===== src/rtl/continuous_monitoring_system_pkg.sv =====
// continuous_monitoring_system_pkg: control-port types, register map, reset values and arbiter FSM states
package continuous_monitoring_system_pkg;
  localparam int CTRL_ADDR_WIDTH = 32;
  localparam int CTRL_DATA_WIDTH = 32;
  localparam int NUM_CTRL_ADDRS = 4;
  localparam int CTRL_IDX_WIDTH = $clog2(NUM_CTRL_ADDRS);
  typedef logic [CTRL_ADDR_WIDTH-1:0] ctrl_addr_t;
  localparam ctrl_addr_t CTRL_ADDR_BASE = 32'h8000_0000;
  localparam ctrl_addr_t TRIGGER_TRACE_START_ADDRESS = 32'h8000_0000;
  localparam ctrl_addr_t TRIGGER_TRACE_END_ADDRESS = 32'h8000_0004;
  localparam ctrl_addr_t MONITORED_ADDRESS_RANGE_LOWER_BOUND = 32'h8000_0008;
  localparam ctrl_addr_t MONITORED_ADDRESS_RANGE_UPPER_BOUND = 32'h8000_000C;
  typedef enum logic [1:0] {IDLE, ISSUE, GAP} cms_arb_state_t;
  function automatic ctrl_addr_t ctrl_addr_of(input int i);
    return CTRL_ADDR_BASE + ctrl_addr_t'(i * 4);
  endfunction
  function automatic logic [CTRL_IDX_WIDTH-1:0] ctrl_addr_idx(input ctrl_addr_t a);
    return a[CTRL_IDX_WIDTH+1:2];
  endfunction
  function automatic logic [CTRL_DATA_WIDTH-1:0] ctrl_reset_value(input ctrl_addr_t a);
    return (a == MONITORED_ADDRESS_RANGE_UPPER_BOUND || a == TRIGGER_TRACE_END_ADDRESS) ? '1 : '0;
  endfunction
endpackage


===== src/rtl/rr_arbiter.sv =====
// rr_arbiter: combinational round-robin pick of the first set request at/after ptr (one-hot grant, index, any)
module rr_arbiter #(
  parameter int N = 2,
  parameter int W = 1
) (
  input  logic [N-1:0] req,
  input  logic [W-1:0] ptr,
  output logic [N-1:0] gnt,
  output logic [W-1:0] idx,
  output logic         any
);
  always_comb begin
    idx = '0;
    for (int k = N - 1; k >= 0; k--)
      if (req[(int'(ptr) + k) % N]) idx = W'((int'(ptr) + k) % N);
  end
  assign any = |req;
  assign gnt = any ? N'(1) << idx : '0;
endmodule


===== src/rtl/cms_ctrl_arbiter.sv =====
// cms_ctrl_arbiter: round-robin/lockable arbiter of NUM_REQ valid/ready write beats onto the ctrl write port; CMS_CTRL_ARB_READBACK_EN adds rb_addr/rb_data shadow readback
module cms_ctrl_arbiter
  import continuous_monitoring_system_pkg::*;
#(
  parameter int NUM_REQ = 2,
  parameter int WRITE_GAP = 0,
  parameter int LOCK_TIMEOUT = 16,
  localparam int IW = NUM_REQ > 1 ? $clog2(NUM_REQ) : 1
) (
  input  logic                       clk,
  input  logic                       rst,
  input  logic [NUM_REQ-1:0]         req_valid,
  output logic [NUM_REQ-1:0]         req_ready,
  input  ctrl_addr_t                 req_addr [NUM_REQ],
  input  logic [CTRL_DATA_WIDTH-1:0] req_wdata [NUM_REQ],
  input  logic [NUM_REQ-1:0]         req_lock,
  output ctrl_addr_t                 ctrl_addr,
  output logic [CTRL_DATA_WIDTH-1:0] ctrl_wdata,
  output logic                       ctrl_write_enable,
  output logic                       busy,
  output logic                       lock_active,
  output logic [IW-1:0]              lock_owner,
  output logic [31:0]                write_count
`ifdef CMS_CTRL_ARB_READBACK_EN
  ,
  input  ctrl_addr_t                 rb_addr,
  output logic [CTRL_DATA_WIDTH-1:0] rb_data
`endif
);
  localparam int TW = LOCK_TIMEOUT > 1 ? $clog2(LOCK_TIMEOUT) : 1;
  cms_arb_state_t state_q, state_d;
  logic [3:0] gap_q, gap_d;
  logic [IW-1:0] ptr_q, ptr_d, owner_q, owner_d, win;
  logic lock_q, lock_d;
  logic [TW-1:0] lcnt_q, lcnt_d;
  ctrl_addr_t addr_q, addr_d;
  logic [CTRL_DATA_WIDTH-1:0] data_q, data_d;
  logic [31:0] cnt_q, cnt_d;
  logic [NUM_REQ-1:0] mask, gnt;
  logic any, accept, starve;
  assign mask = lock_q ? req_valid & (NUM_REQ'(1) << owner_q) : req_valid;
  rr_arbiter #(.N(NUM_REQ), .W(IW)) u_rr (.req(mask), .ptr(ptr_q), .gnt(gnt), .idx(win), .any(any));
  assign accept = state_q == IDLE && any;
  assign starve = state_q == IDLE && lock_q && !req_valid[owner_q] && LOCK_TIMEOUT != 0;
  assign req_ready = accept ? gnt : '0;
  assign ctrl_write_enable = state_q == ISSUE;
  assign busy = state_q != IDLE;
  assign lock_active = lock_q;
  assign lock_owner = owner_q;
  assign ctrl_addr = addr_q;
  assign ctrl_wdata = data_q;
  assign write_count = cnt_q;
  always_comb begin
    state_d = state_q;
    gap_d = gap_q;
    ptr_d = ptr_q;
    owner_d = owner_q;
    lock_d = lock_q;
    lcnt_d = lcnt_q;
    addr_d = addr_q;
    data_d = data_q;
    cnt_d = cnt_q;
    if (accept) begin
      state_d = ISSUE;
      addr_d = req_addr[win];
      data_d = req_wdata[win];
      ptr_d = IW'((int'(win) + 1) % NUM_REQ);
      lock_d = req_lock[win];
      owner_d = req_lock[win] ? win : '0;
      lcnt_d = '0;
    end else if (starve) begin
      lcnt_d = lcnt_q == TW'(LOCK_TIMEOUT - 1) ? '0 : lcnt_q + 1'b1;
      lock_d = lcnt_q != TW'(LOCK_TIMEOUT - 1);
      owner_d = lcnt_q == TW'(LOCK_TIMEOUT - 1) ? '0 : owner_q;
    end
    if (state_q == ISSUE) begin
      cnt_d = cnt_q + 32'd1;
      state_d = WRITE_GAP == 0 ? IDLE : GAP;
      gap_d = 4'(WRITE_GAP > 0 ? WRITE_GAP - 1 : 0);
    end
    if (state_q == GAP) begin
      gap_d = gap_q - 4'd1;
      state_d = gap_q == 4'd0 ? IDLE : GAP;
    end
  end
  always_ff @(posedge clk) begin
    if (rst) begin
      state_q <= IDLE;
      gap_q <= '0;
      ptr_q <= '0;
      owner_q <= '0;
      lock_q <= 1'b0;
      lcnt_q <= '0;
      addr_q <= '0;
      data_q <= '0;
      cnt_q <= '0;
    end else begin
      state_q <= state_d;
      gap_q <= gap_d;
      ptr_q <= ptr_d;
      owner_q <= owner_d;
      lock_q <= lock_d;
      lcnt_q <= lcnt_d;
      addr_q <= addr_d;
      data_q <= data_d;
      cnt_q <= cnt_d;
    end
  end
`ifdef CMS_CTRL_ARB_READBACK_EN
  logic [CTRL_DATA_WIDTH-1:0] shadow_q [NUM_CTRL_ADDRS];
  logic [CTRL_DATA_WIDTH-1:0] shadow_d [NUM_CTRL_ADDRS];
  always_comb begin
    shadow_d = shadow_q;
    if (ctrl_write_enable) shadow_d[ctrl_addr_idx(addr_q)] = data_q;
  end
  always_ff @(posedge clk) begin
    for (int i = 0; i < NUM_CTRL_ADDRS; i++)
      shadow_q[i] <= rst ? ctrl_reset_value(ctrl_addr_of(i)) : shadow_d[i];
  end
  assign rb_data = shadow_q[ctrl_addr_idx(rb_addr)];
`endif
endmodule

===== config.mk =====
export PLATFORM = sky130hd
export DESIGN_NAME = cms_ctrl_arbiter
export DESIGN_NICKNAME = d
export VERILOG_FILES = /design/src/rtl/continuous_monitoring_system_pkg.sv /design/src/rtl/rr_arbiter.sv /design/src/rtl/cms_ctrl_arbiter.sv
export SDC_FILE = /design/constraint.sdc
export NUM_CORES = 1
export LEC_CHECK = 0
export BUFFER_PORTS_ARGS = -buffer_cell sky130_fd_sc_hd__buf_2
export CAP_MARGIN = 20
export CORE_MARGIN = 1
export CORE_UTILIZATION = 47
export CTS_BUF_LIST = sky130_fd_sc_hd__clkbuf_4 sky130_fd_sc_hd__clkbuf_8
export DETAILED_ROUTE_END_ITERATION = 6
export GPL_TIMING_DRIVEN = 0
export PLACE_DENSITY = 0.84
export SYNTH_ARGS = -nofsm -noshare
export SYNTH_HDL_FRONTEND = slang
export SYNTH_SLANG_ARGS = --single-unit

===== constraint.sdc =====
create_clock -name clk -period 3.5 [get_ports clk]
set_clock_uncertainty 0.15 [all_clocks]
set_input_delay 1.05 -clock clk [delete_from_list [all_inputs] [get_ports clk]]
set_output_delay 1.05 -clock clk [all_outputs]
set_load 0.01 [all_outputs]

==> Flow_metrics.wiki <==
{| class="wikitable"
! Metric !! Value
|-
| Status || complete, but fails checks
|-
| Violations in the final reports || design-rule violations
|-
| Number of global-route vias before repair || 4680
|-
| Number of instances in the synthesized netlist || 477
|-
| GRT Residual Overflow || 0
|-
| Portion of netlist area occupied by mux cells || 0.008681
|-
| Final-report setup violation count || 0
|-
| Area Overhead vs Synth || 33.78%
|-
| Worst ir drop on vdd || 0.2945 mV
|-
| Worst path max stage delay || 450 ps
|-
| Total placed cells including tap cells || 841
|-
| Portion of the post-synthesis area used by sequential elements || 0.4731
|-
| Setup bufs post-CTS || 0
|-
| Crit-path cells || buf_2 > or3b_2 > and4_1 > buf_4 > buf_2
|-
| Maximum count of clock buffers along a single path || 2
|-
| Mapped cell area || 4612 sq um
|-
| Count of buffers inserted at the top-level ports || 235
|-
| Depth of the CTS H-tree || 3
|-
| Critical setup path kind || in2out
|-
| Detailed Routing Iterations Pass 1 || 7
|-
| Post-route setup TNS || 0 ps
|-
| Latest clock arrival within the worst-skew pair || 360 ps
|-
| Layout cells sized above 1 || 0.3774
|-
| Final nets || 862
|-
| Clock buffers created by TritonCTS || 9
|-
| First-pass GRT wire length || 21840 microns
|-
| Main area contributors after synthesis || sky130_fd_sc_hd__dfxtp_1 (47%), sky130_fd_sc_hd__a222oi_1 (7.8%), sky130_fd_sc_hd__a221o_1 (6.3%)
|-
| Area share of and/or/nand/nor cells after synthesis || 0.1940
|-
| Number of synthesized flops with an enable pin || 0
|-
| Leakage Power || 0.002946 uW
|-
| Path depth of the worst reg2reg path || 8
|-
| CP Capture Type || output port
|-
| Pwr/cell area || 469.0 nW/um^2
|-
| Count of nets left with antenna violations after detail routing || 0
|-
| Arithmetic-cell share of the synthesized area counting full adders, half adders and majority gates || 0.01899
|-
| Number of sinks handled by clock tree synthesis || 109
|-
| Die height || 101.1 microns
|-
| Cell with the most instances after synthesis || sky130_fd_sc_hd__dfxtp_1
|-
| Horizontal die dimension || 101.1 microns
|-
| Fin cells || 856
|-
| Nature of the critical path startpoint || input port
|-
| Max Cap Violations || 0
|-
| Final-report max-slew violation count || 0
|-
| Synthesized area divided by synthesized cell count || 9.669 sq um
|-
| Most Frequent Cell on Critical Path || sky130_fd_sc_hd__buf_2
|-
| Post-layout total power || 2893 uW
|-
| Root buffer cell || sky130_fd_sc_hd__clkbuf_8
|-
| Crit path time final || 3433 ps
|-
| Final estimated routing congestion in global placement || 0.8762
|-
| Async set or reset register ratio after synthesis || 0
|-
| Yosys top cell by area || sky130_fd_sc_hd__dfxtp_1
|-
| Leading register cell type out of synthesis || sky130_fd_sc_hd__dfxtp_1
|-
| Number of DRC violations after detailed routing || 6
|-
| Io pins || 236
|-
| Final period util || 0.9810
|-
| Hold Path Cell Cnt || 1
|-
| Row cnt || 35
|-
| Layout Cell Area excl Fill || 6170 sq um
|-
| Number of warning messages in the yosys log || 0
|-
| Core ar. || 9371 sq um
|-
| Count of hold-fix buffers inserted at cts || 0
|-
| Data required time at the worst endpoint || 2300 ps
|-
| Total via count in the routed design || 4928
|-
| Compound-Gate Fraction of Synth Area || 0.2181
|-
| Final hold violation count || 0
|-
| Largest family of logic cells by synthesized area || compound AO/OA/AOI/OAI gates
|-
| Maximum number of pins on one net before global-route repair || 20
|-
| Worst slew margin relative to its limit || 0.6510
|-
| Max Clock Freq || 291.3 MHz
|-
| Clock-pin slew reported for the worst setup and hold paths after clock tree synthesis || 100 ps
|-
| Hold Crit Class || reg2reg
|-
| Via-to-Cell Ratio || 5.757
|-
| Actual slew at the worst max-slew pin || 523.5 ps
|-
| Post-Syn Nets || 618
|-
| Number of antenna violations at the first check in global routing || 1
|-
| Slowest library cell on the worst path || sky130_fd_sc_hd__or3b_2
|-
| Setup repair after global routing missed its margin || no
|-
| CP max FO || 19
|-
| Violation count after the first detailed-routing iteration || 304
|-
| DPL Wire Length || 10570 microns
|-
| Post-detailed-route wirelength per cell || 16.29 microns
|-
| Die Footprint || 10210 sq um
|-
| XOR/XNOR Fraction of Synth Area || 0.02659
|-
| Routed wire length || 13940 microns
|-
| Top post-synthesis cells by count || sky130_fd_sc_hd__dfxtp_1 (109), sky130_fd_sc_hd__nor2_1 (56), sky130_fd_sc_hd__a222oi_1 (36)
|-
| Initial Utilization || 0.4921
|-
| Arrival time of the worst setup path || 2230 ps
|-
| Fraction of synthesized cell area taken by the top area cell type || 0.4731
|-
| CTS tree || built
|-
| Area post-placement || 5949 sq um
|-
| Overall track demand over capacity in global routing || 0.2707
|-
| Count of distinct cell types in the synthesized netlist || 40
|-
| Post-synthesis register bit count || 109
|}
layout make-up:
cell class | instances | area, sq um
Timing Repair Buffer | 235 | 1176
Inverter | 13 | 48.80
Fill cell | 816 | 3202
Clock buffer | 11 | 151.4
Tap cell | 129 | 161.4
Antenna cell | 1 | 2.502
Clock inverter | 5 | 67.56
Multi-Input combinational cell | 313 | 2151
Sequential cell | 109 | 2182
Buffer | 40 | 229.0
metrics by stage:
| step | setup slack, ps | hold WS (ps) | utilization |
|---|---|---|---|
| final | 66.66 | 343.6 | 0.6583 |
| after floorplan | 245.2 | 292.5 | - |
| after global routing | 29.61 | 360.3 | 0.6583 |
| after detailed placement | -263.5 | 317.6 | 0.6348 |
| after global placement | -238.9 | 313.6 | 0.6348 |
| after CTS | 14.17 | 341.5 | 0.6581 |
cell families after synthesis:
family,Yosys count
multiplexers,4
flip-flops,109
adder cells (fa/ha/maj),7
buffers and inverters,55
XOR/XNOR,14
AO/OA/AOI/OAI,122
AND/OR/NAND/NOR,166
report_power, final:
part / internal [uW] / switching [uW] / total (uW)
registers: 1350 / 65.6 / 1420
clock network: 380 / 444 / 824
logic: 290 / 359 / 650
total: 2020 / 869 / 2890
registers in the layout, summed over array words and instances, names as in the netlist:
name         cells
ptr_q            1
gap_q            4
ctrl_addr       32
lock_active      1
state_q          2
lock_owner       1
lcnt_q           4
ctrl_wdata      32
write_count     32
cells in the final DEF (no fill, tap or decap), drive strengths merged, types with 10 or more instances in the layout:
| cell type | n |
|---|---|
| or4 | 14 |
| clkbuf | 41 |
| dfxtp | 109 |
| a21oi | 25 |
| nand3 | 19 |
| buf | 245 |
| inv | 14 |
| xor2 | 10 |
| nor2 | 56 |
| a221o | 29 |
| nand4 | 11 |
| a222oi | 36 |
| nand2 | 10 |
| and3 | 32 |
| o31ai | 13 |
path summary, 6_finish.rpt:
kind	startpoint	end	slack [ps]
worst max-delay path	req_valid[0]	req_ready[1]	70
worst min-delay path	ctrl_addr[1]	ctrl_addr[1]	340
worst max register to register	state_q[0]	ctrl_addr[0]	880
worst min register to register	ctrl_addr[1]	ctrl_addr[1]	340
critical path, delay by kind of cell:
| family | cells | cell delay [ps] |
|---|---|---|
| buf+inv | 3 | 480 |
| simple gates | 2 | 700 |
per-layer routing:
layer  global-route usage  up-vias  wire [microns]
li1                     -     2335               -
met1               0.3241     2352            5817
met2               0.4809      225            6930
met3              0.04993       16             948
met4              0.09922        0             246
met5                    0        -               0
timing repair:
action	in CTS	in global routing
endpoints found under the hold margin	0	0
resized for setup	2	4
setup endpoints to repair	2	2
(Power assumes the default switching activity.)
